--- src/rtl/mcc_pkg.sv ---
// Constants and enums shared by the MCC crossbar read/write side controllers.
package mcc_pkg;

    localparam int XBAR_SIZE     = 32;
    localparam int XBAR_SIZE_BIN = 5;
    localparam int DATA_WIDTH    = 8;

    typedef enum logic [1:0] {
        ST_IDLE    = 2'd0,
        ST_SELECT  = 2'd1,
        ST_CONVERT = 2'd2,
        ST_DRAIN   = 2'd3
    } coll_state_t;

    typedef enum logic [1:0] {
        ACC_OP_ADD       = 2'd0,
        ACC_OP_OVERWRITE = 2'd1,
        ACC_OP_CLEAR     = 2'd2
    } acc_op_t;

endpackage

--- src/rtl/mcc_acc_bank.sv ---
// Per-column partial-sum register file: one add/overwrite/clear write port, one async read port.
// MCC_ACC_SAT_EN selects saturating accumulation; otherwise sums wrap.
module mcc_acc_bank
    import mcc_pkg::*;
#(
    parameter int ACC_WIDTH = 16
) (
    input  logic                     clk,
    input  logic                     rstn,
    input  logic                     i_wr_en,
    input  acc_op_t                  i_wr_op,
    input  logic [XBAR_SIZE_BIN-1:0] i_wr_addr,
    input  logic [DATA_WIDTH-1:0]    i_wr_data,
    input  logic [XBAR_SIZE_BIN-1:0] i_rd_addr,
    output logic [ACC_WIDTH-1:0]     o_rd_data
);

    localparam int SUM_WIDTH = ACC_WIDTH + 1;

    logic [ACC_WIDTH-1:0] r_acc [XBAR_SIZE];
    logic [SUM_WIDTH-1:0] w_sum;
    logic [ACC_WIDTH-1:0] w_add;
    logic [ACC_WIDTH-1:0] w_wr_val;

    // One extra bit catches the carry so saturation can see the overflow.
    assign w_sum = {1'b0, r_acc[i_wr_addr]} + SUM_WIDTH'(i_wr_data);

`ifdef MCC_ACC_SAT_EN
    assign w_add = w_sum[ACC_WIDTH] ? {ACC_WIDTH{1'b1}} : w_sum[ACC_WIDTH-1:0];
`else
    assign w_add = w_sum[ACC_WIDTH-1:0];
`endif

    always_comb begin
        w_wr_val = '0;
        case (i_wr_op)
            ACC_OP_ADD:       w_wr_val = w_add;
            ACC_OP_OVERWRITE: w_wr_val = ACC_WIDTH'(i_wr_data);
            default:          w_wr_val = '0;
        endcase
    end

    always_ff @(posedge clk or negedge rstn) begin
        if (!rstn) begin
            for (int i = 0; i < XBAR_SIZE; i++) begin
                r_acc[i] <= '0;
            end
        end else if (i_wr_en) begin
            r_acc[i_wr_addr] <= w_wr_val;
        end
    end

    assign o_rd_data = r_acc[i_rd_addr];

endmodule

--- src/rtl/mcc_adc_collector.sv ---
// Sequences the shared ADC over the crossbar columns, accumulates samples, and drains the y vector.
// Build with MCC_ACC_SAT_EN for saturating accumulation (see mcc_acc_bank).
module mcc_adc_collector
    import mcc_pkg::*;
#(
    parameter int ACC_WIDTH     = 16,
    parameter int SETTLE_CYCLES = 2
) (
    input  logic                     clk,
    input  logic                     rstn,
    input  logic                     i_start,
    input  logic                     i_accum,
    input  logic                     i_flush,
    output logic [XBAR_SIZE_BIN-1:0] o_mux_sel,
    output logic                     o_adc_req,
    input  logic [DATA_WIDTH-1:0]    i_adc_data,
    input  logic                     i_adc_valid,
    output logic [ACC_WIDTH-1:0]     o_y_value,
    output logic [XBAR_SIZE_BIN-1:0] o_y_index,
    output logic                     o_y_valid,
    input  logic                     i_y_ready,
    output logic                     o_busy,
    output logic                     o_done,
    output coll_state_t              o_dbg_state
);

    // Handshakes: a y beat transfers on a cycle with o_y_valid && i_y_ready; o_y_valid stays up and
    // y_value/y_index stay stable until then. o_adc_req stays up until the cycle i_adc_valid is seen.

    localparam logic [3:0]               SETTLE_LAST = 4'(SETTLE_CYCLES - 1);
    localparam logic [XBAR_SIZE_BIN-1:0] COL_LAST    = XBAR_SIZE_BIN'(XBAR_SIZE - 1);

    coll_state_t              r_state, w_state_nxt;
    logic [XBAR_SIZE_BIN-1:0] r_col, w_col_nxt;
    logic [3:0]               r_settle, w_settle_nxt;
    logic                     r_accum_mode, w_accum_nxt;
    logic [XBAR_SIZE_BIN-1:0] r_mux_sel, w_mux_nxt;
    logic                     r_adc_req;
    logic                     r_y_valid;
    logic [XBAR_SIZE_BIN-1:0] r_y_index, w_y_index_nxt;
    logic                     r_done, w_done_nxt;

    logic                     w_wr_en;
    acc_op_t                  w_wr_op;
    logic [XBAR_SIZE_BIN-1:0] w_wr_addr;
    logic [ACC_WIDTH-1:0]     w_rd_data;

    always_comb begin
        w_state_nxt   = r_state;
        w_col_nxt     = r_col;
        w_settle_nxt  = r_settle;
        w_accum_nxt   = r_accum_mode;
        w_y_index_nxt = r_y_index;
        w_done_nxt    = 1'b0;
        w_wr_en       = 1'b0;
        w_wr_op       = ACC_OP_OVERWRITE;
        w_wr_addr     = r_col;
        case (r_state)
            ST_IDLE: begin
                if (i_start) begin
                    w_accum_nxt  = i_accum;
                    w_col_nxt    = '0;
                    w_settle_nxt = '0;
                    w_state_nxt  = ST_SELECT;
                end else if (i_flush) begin
                    w_y_index_nxt = '0;
                    w_state_nxt   = ST_DRAIN;
                end
            end
            ST_SELECT: begin
                if (r_settle == SETTLE_LAST) begin
                    w_settle_nxt = '0;
                    w_state_nxt  = ST_CONVERT;
                end else begin
                    w_settle_nxt = r_settle + 1'b1;
                end
            end
            ST_CONVERT: begin
                if (i_adc_valid) begin
                    w_wr_en = 1'b1;
                    w_wr_op = r_accum_mode ? ACC_OP_ADD : ACC_OP_OVERWRITE;
                    if (r_col == COL_LAST) begin
                        w_col_nxt   = '0;
                        w_done_nxt  = 1'b1;
                        w_state_nxt = ST_IDLE;
                    end else begin
                        w_col_nxt   = r_col + 1'b1;
                        w_state_nxt = ST_SELECT;
                    end
                end
            end
            ST_DRAIN: begin
                w_wr_addr = r_y_index;
                if (i_y_ready) begin
                    w_wr_en = 1'b1;
                    w_wr_op = ACC_OP_CLEAR;
                    if (r_y_index == COL_LAST) begin
                        w_y_index_nxt = '0;
                        w_done_nxt    = 1'b1;
                        w_state_nxt   = ST_IDLE;
                    end else begin
                        w_y_index_nxt = r_y_index + 1'b1;
                    end
                end
            end
            default: w_state_nxt = ST_IDLE;
        endcase
    end

    // mux_sel is loaded as a column's SELECT phase begins and holds everywhere else.
    assign w_mux_nxt = (w_state_nxt == ST_SELECT) ? w_col_nxt : r_mux_sel;

    always_ff @(posedge clk or negedge rstn) begin
        if (!rstn) begin
            r_state      <= ST_IDLE;
            r_col        <= '0;
            r_settle     <= '0;
            r_accum_mode <= 1'b0;
            r_mux_sel    <= '0;
            r_adc_req    <= 1'b0;
            r_y_valid    <= 1'b0;
            r_y_index    <= '0;
            r_done       <= 1'b0;
        end else begin
            r_state      <= w_state_nxt;
            r_col        <= w_col_nxt;
            r_settle     <= w_settle_nxt;
            r_accum_mode <= w_accum_nxt;
            r_mux_sel    <= w_mux_nxt;
            r_adc_req    <= (w_state_nxt == ST_CONVERT);
            r_y_valid    <= (w_state_nxt == ST_DRAIN);
            r_y_index    <= w_y_index_nxt;
            r_done       <= w_done_nxt;
        end
    end

    mcc_acc_bank #(
        .ACC_WIDTH (ACC_WIDTH)
    ) u_acc_bank (
        .clk       (clk),
        .rstn      (rstn),
        .i_wr_en   (w_wr_en),
        .i_wr_op   (w_wr_op),
        .i_wr_addr (w_wr_addr),
        .i_wr_data (i_adc_data),
        .i_rd_addr (r_y_index),
        .o_rd_data (w_rd_data)
    );

    assign o_mux_sel   = r_mux_sel;
    assign o_adc_req   = r_adc_req;
    assign o_y_value   = r_y_valid ? w_rd_data : '0;
    assign o_y_index   = r_y_index;
    assign o_y_valid   = r_y_valid;
    assign o_busy      = (r_state != ST_IDLE);
    assign o_done      = r_done;
    assign o_dbg_state = r_state;

endmodule

--- config.mk ---
export PLATFORM = sky130hd
export DESIGN_NAME = mcc_adc_collector
export DESIGN_NICKNAME = d
export VERILOG_FILES = /design/src/rtl/mcc_pkg.sv /design/src/rtl/mcc_acc_bank.sv /design/src/rtl/mcc_adc_collector.sv
export SDC_FILE = /design/constraint.sdc
export NUM_CORES = 1
export LEC_CHECK = 0
export ABC_AREA = 1
export CAP_MARGIN = 20
export CORE_AREA = 2 2 265 293
export DETAILED_ROUTE_END_ITERATION = 16
export DIE_AREA = 0 0 267 295
export DONT_BUFFER_PORTS = 1
export SYNTH_ARGS = -nofsm -noshare
export SYNTH_HDL_FRONTEND = slang
export SYNTH_SLANG_ARGS = --single-unit
--- constraint.sdc ---
create_clock -name clk -period 5.97 [get_ports clk]
set_input_delay 1.194 -clock clk [delete_from_list [all_inputs] [get_ports clk]]
set_output_delay 1.194 -clock clk [all_outputs]
set_load 0.01 [all_outputs]
; ---- After elaboration in Yosys (flattened, before gate mapping)
; Cells that the tools add are included.
[op_classes]
n_mul = 0
shift = 0
n_bitwise = 2
addsub = 4
div = 0
eq_ne = 14
reduce_logical = 9
mux = 44
order_cmp = 3
[ops]
columns = cell, n
row1 = 512-bit bitwise mux, 1
row2 = 16-bit binary-select mux with 5-bit select, 2
row3 = 16-bit two-way mux, 6
row4 = 16-bit demux with 5-bit select, 1
row5 = 5-bit two-way mux, 8
row6 = 16-bit one-hot mux with 2 select lines, 1
row7 = 5-bit one-hot mux with 2 select lines, 2
row8 = 16-bit by 8-bit adder with 16-bit output, 1
row9 = 2-bit two-way mux, 7
row10 = "6-bit >= comparator, second input constant", 2
row11 = 5-bit inverter with 6-bit output, 2
row12 = "5-bit by 1-bit adder with 5-bit output, second input constant", 2
row13 = "5-bit equality test, second input constant", 2
row14 = 1-bit two-way mux, 9
row15 = "2-bit equality test, second input constant", 4
row16 = 4-bit two-way mux, 2
row17 = "2-bit inequality test, second input constant", 4
row18 = 2-bit one-hot mux with 4 select lines, 1
row19 = 4-bit one-hot mux with 2 select lines, 1
row20 = "2-bit by 1-bit equality test with 1-bit output, second input constant", 3
row21 = "6-bit by 1-bit less-than comparator with 1-bit output, second input constant", 1
row22 = 2-bit nonzero test, 3
row23 = "4-bit by 1-bit adder with 4-bit output, second input constant", 1
row24 = "4-bit by 1-bit equality test with 1-bit output, second input constant", 1
row25 = 6 further kinds, 9
[totals]
out_inout_bits = 32
ramBits = 0
word_cells = 117
ff_bits = 537
latchBits = 0
romBits = 0
memories = 0

; ---- Longest topological paths before layout
[logic_depth]
ltp_word = 9
depth_mapped = 33

; ---- By module
; A second synthesis with hierarchy kept.
[hier_totals]
cells_unflattened = 3966
hier_area_um2 = 29714.7
[modules_own_cells]
columns = mod, cells_each, area_each_um2, instances
row1 = mcc_acc_bank, 3772, 28244.6, 1
row2 = mcc_adc_collector, 194, 1470.2, 1

; ---- Worst setup path before layout
; No wires, ideal clock.
[synth_timing]
path_type = register to register
startpoint = register r_state[0], in the netlist o_dbg_state[0]
endpoint = register u_acc_bank.r_acc[374] (netlist bit)
synth_period_minus_slack_ns = 4.131
required_ns = 5.839
setup_slack_ns = 1.839
t_arrival_ns = 4.000
stages_incl_launch_ff = 28
path_buffers = 6
path_cell_list = dfrtp_1 > buf_2 > nand2_4 > nand2_2 > nand2_2 > buf_4 > buf_2 > nand2_2 > buf_2 > buf_1 > o22ai_1 > o21ai_0 > nand4_1 > nor3_1 > ha_1 > fa_1 > nand2_1 > inv_1 > o21ai_0 > nand2_1 > a21oi_1 > o21ai_0 > a21oi_1 > o21ai_1 > o21ai_2 > inv_2 > clkbuf_1 > o21ai_1
[synth_via]
elab_chain_len = 9
elab_cells_between_ends = 19
[synth_lines]
columns = item, line
row1 = from (decl), mcc_adc_collector.sv:33  ; coll_state_t r_state, w_state_nxt;
row2 = from (signal assigned), mcc_adc_collector.sv:125  ; r_state <= w_state_nxt;
row3 = 2-bit equality test, mcc_adc_collector.sv:58  ; case (r_state)
row4 = 5-bit two-way mux, mcc_adc_collector.sv:58
row5 = 5-bit inverter with 6-bit output (implied by the code), "mcc_acc_bank.sv:26, mcc_acc_bank.sv:49"
row6 = 16-bit binary-select mux with 5-bit select, mcc_acc_bank.sv:26  ; assign w_sum = {1'b0, r_acc[i_wr_addr]} + SUM_WIDTH'(i_wr_data);
row7 = 16-bit two-way mux (implied by the code) (2 in a row), mcc_acc_bank.sv:26
row8 = 16-bit by 8-bit adder with 16-bit output, mcc_acc_bank.sv:26
row9 = 16-bit one-hot mux with 2 select lines, mcc_acc_bank.sv:36  ; case (i_wr_op)
row10 = 512-bit bitwise mux, mcc_acc_bank.sv:49  ; r_acc[i_wr_addr] <= w_wr_val;
row11 = "to (signal, indexed assignment)", mcc_acc_bank.sv:49
row12 = to (decl), mcc_acc_bank.sv:20  ; logic [ACC_WIDTH-1:0] r_acc [XBAR_SIZE];
; Several ways; a longest one is shown, not always the timed one. The select of a mux whose other input is x is not followed.
; A chain may end at the register's enable or synchronous reset.

; ---- Worst setup path after layout
[layout_timing]
startpoint = register r_y_index[0], in the netlist o_y_index[0]
endpoint = output o_y_value[2]
[layout_via]
elab_chain_len = 5
[layout_lines]
columns = item, line
row1 = from (decl), mcc_adc_collector.sv:40  ; logic [XBAR_SIZE_BIN-1:0] r_y_index, w_y_index_nxt;
row2 = from (signal assigned), mcc_adc_collector.sv:132  ; r_y_index <= w_y_index_nxt;
row3 = 5-bit inverter with 6-bit output (implied by the code), mcc_acc_bank.sv:53  ; assign o_rd_data = r_acc[i_rd_addr];
row4 = 16-bit binary-select mux with 5-bit select, mcc_acc_bank.sv:53
row5 = 16-bit two-way mux (implied by the code) (2 in a row), mcc_acc_bank.sv:53
row6 = 16-bit two-way mux, mcc_adc_collector.sv:152  ; assign o_y_value = r_y_valid ? w_rd_data : '0;
row7 = to (decl), mcc_adc_collector.sv:18  ; output logic [ACC_WIDTH-1:0] o_y_value,
; Every way passes these cells. The select of a mux whose other input is x is not followed.

==> parameters.txt <==
Parameter                              Value

Clock tree
  Clock tree from TritonCTS ... built
  Number of gates resized after cts ... 0
  Clock transition at the registers of the reported paths ... 0.06 ns
  Clock latency on the worst-skew pair ... 0.67 ns
  Maximum count of clock buffers along a single path ... 3
  Post-CTS Setup Bufs ... 0
  Number of levels in the clock H-tree ... 2
  Clock Tree Root ... clkbuf_16
  Number of buffers added by the clock tree synthesis step ... 61
  Quantity of hold-fixing buffers added after cts ... 0
  Number of clock sinks ... 537

Power and ir drop
  Peak VDD IR ... 0.567 mV
  Leakage Power ... 15.0 nW
  Cell area power density ... 578 nW/um^2

Synth
  Compound-cell area share of the yosys netlist ... 0.216
  Cell taking the most area after synthesis ... dfrtp_1
  Sequential-to-total area share from yosys stat ... 0.446
  Synthesized-area fraction occupied by adder cells ... 0.00690
  Yosys Warn Count ... 0
  Post-Syn Nets ... 4170
  Fraction of synthesized area in multiplexers ... 0.00137
  Count leader, synth ... nand2_1
  Gate count of the mapped netlist ... 4139
  Area share of and/or/nand/nor cells after synthesis ... 0.243
  FFs w/ async S/R, synth ... 1.00
  Share of the synthesized area in the top cell type ... 0.446
  Combinational family with the most area after synthesis ... simple AND/OR/NAND/NOR gates
  Number of distinct library cell variants in the gate-level netlist after synthesis ... 44
  Post-synthesis register bit count ... 537
  Syn avg cell area ... 7.27 um^2
  Post-synth top flop ... dfrtp_1
  Xor/xnor cell area share of the yosys netlist ... 0.000873
  Top post-synthesis cells by area ... dfrtp_1 (45%), nand2_1 (15%), o21ai_0 (9.8%)
  Cell area after technology mapping ... 30100 um^2
  Number of synthesized flops with an enable pin ... 0
  Post-synth top cells ... nand2_1 (1192), o21ai_0 (590), dfrtp_1 (537), inv_1 (276), nand3_1 (275)

Drt
  Total routed wirelength ... 111000 um
  Total DRC errors in the routed layout ... 0
  Post-DR wirelength/cell ... 22.1 um
  Mean number of vias per cell ... 5.75
  Count of nets left with antenna violations after detail routing ... 0
  Length of the first detailed-routing pass in iterations ... 6
  Routed via count ... 28982
  Initial detailed-routing violation count ... 3328

Status
  Run status ... finished, violations left
  Failing checks ... max-slew violations

Die
  Horizontal die dimension ... 267 um
  Ports placed on the boundary ... 47
  Initial cell density of the core ... 0.398
  Standard-cell row count ... 106
  Die footprint ... 78800 um^2
  Die Span Y ... 295 um
  Core Region ... 75700 um^2

GRT
  Via count of the first global-routing pass ... 27065
  Global route total overflow ... 0
  GRT Resource Usage Total ... 0.280
  Antenna violations before repair ... 0
  Wire length of the first global-routing pass ... 169000 um
  Pin count of the biggest net entering global routing ... 538

Job
  Max-capacitance violation count ... 0

Setup path
  CP required ... 4.78 ns
  Category of the worst setup path capture point ... primary output
  Data arrival time of the worst path ... 4.26 ns
  Path type of the worst setup path ... reg2out
  Largest fanout on the critical path ... 187
  Type of element launching the critical path ... flop

Timing
  Setup repair after global routing missed its margin ... no
  Tightest slew margin relative to the limit ... -0.864
  Hold Fails Final Rpt ... 0
  Minimum clock period ... 5.46 ns
  Crit share post-route ... 0.914
  Setup skew after layout ... 0.0437 ns
  Total of endpoints with negative setup slack in the final report ... 0
  Slew at the pin closest to its max-slew limit ... 2.80 ns
  Maximum clock rate ... 183 MHz
  Final total negative setup slack ... 0 ns
  Final count of pins violating max slew ... 421

Final layout
  Fill cell count ... 7776
  Share of layout cells above drive strength 1 ... 0.0698
  P&R area growth vs syn ... 8.96%
  Final design area excluding fillers ... 32800 um^2
  Layout net count ... 3994
  Antenna diode count ... 0

Placed design
  Standard cell area after detailed placement ... 30800 um^2
  PortBufs ... 0
  DPL Wire Length ... 66900 um
  Last weighted congestion value of the routability-driven placer ... 0.915

Min path
  Type of the worst min-delay path ... in2async
[metal layers]
| layer | wire length [um] | track usage | vias up |
|---|---|---|---|
| met3 | 9590 | 0.0412 | 249 |
| li1 | - | - | 13471 |
| met1 | 47100 | 0.386 | 13909 |
| met2 | 50100 | 0.441 | 1353 |
| met4 | 4700 | 0.117 | 0 |
| met5 | 0 | 0 | - |
[metrics by stage]
step	hold WS, ns	utilization	cells	total power (W)	setup slack (ns)
2_1_floorplan	0.449	-	4139	0.0119	1.84
3_3_place_gp	0.464	0.406	4924	0.0149	0.789
3_5_place_dp	0.466	0.407	4925	0.0150	0.715
4_1_cts	0.272	0.433	5035	0.0188	0.725
5_1_grt	0.289	0.433	5036	0.0202	0.284
6_report	0.315	0.433	5036	0.0190	0.514
[power by group]
group	switching [W]	total (W)	internal [W]
logic	0.00711	0.00992	0.00281
registers	0.000680	0.00526	0.00458
clock network	0.00163	0.00379	0.00216
total	0.00941	0.0190	0.00955
[worst max-delay path, stage by stage, from the launching register on]
cell and delay, ns:
dfrtp_4 0.45, buf_12 0.52, buf_4 0.85, o21ai_0 0.22
o221ai_1 0.28, nand3_1 0.10, nand3_1 0.15, nand2_1 0.12
a31oi_1 0.59
[worst paths after layout]
check	from	to	slack (ns)	cells past startpoint
max reg2reg	o_dbg_state[0]	u_acc_bank.r_acc[343]	0.59	22
min	rstn	u_acc_bank.r_acc[216]	0.32	0
min in group clk	u_acc_bank.r_acc[364]	u_acc_bank.r_acc[364]	0.48	2
max	o_y_index[0]	o_y_value[2]	0.51	8
max in group asynchronous	rstn	u_acc_bank.r_acc[508]	3.51	0
min reg2reg	u_acc_bank.r_acc[364]	u_acc_bank.r_acc[364]	0.48	2
[logic make-up after synthesis]
logic type                 count (synthesis)
buffers and inverters                    643
muxes                                      4
AOI/OAI and AO/OA                       1179
xor gates and xnor gates                   3
adders and majority gates                 16
and+or+nand+nor                         1757
DFF                                      537
[sequential cells by signal, summed over array words and instances (netlist names)]
name and flops:
o_y_index 5, o_adc_req 1, o_done 1, u_acc_bank.r_acc 512, r_accum_mode 1, o_dbg_state 2
r_settle 4, o_mux_sel 5, o_y_valid 1, r_col 5
[cell type report]
class | count | area [um^2] | area share
sequential | 537 | 13500 | 0.410
timing repair buffer | 77 | 706 | 0.0215
clock buffer | 93 | 1850 | 0.0563
inverter | 327 | 1240 | 0.0379
tap | 1026 | 1280 | 0.0391
multi-input combinational | 2959 | 14100 | 0.431
clock inverter | 17 | 136 | 0.00416
[layout by cell type (no fill, tap or decap), types with 62 or more instances in the layout]
cell | synthesis | routed
o21ai_0 | 590 | 590
dfrtp_1 | 537 | 533
a21oi_1 | 156 | 155
nand2_1 | 1192 | 1192
nor2_1 | 179 | 179
clkbuf_16 | 0 | 62
o21ai_1 | 170 | 169
inv_1 | 276 | 275
o211ai_1 | 76 | 76
o22ai_1 | 110 | 110
nand3_1 | 275 | 274
buf_4 | 6 | 68
Note: power is estimated with default switching activity, not from simulation.
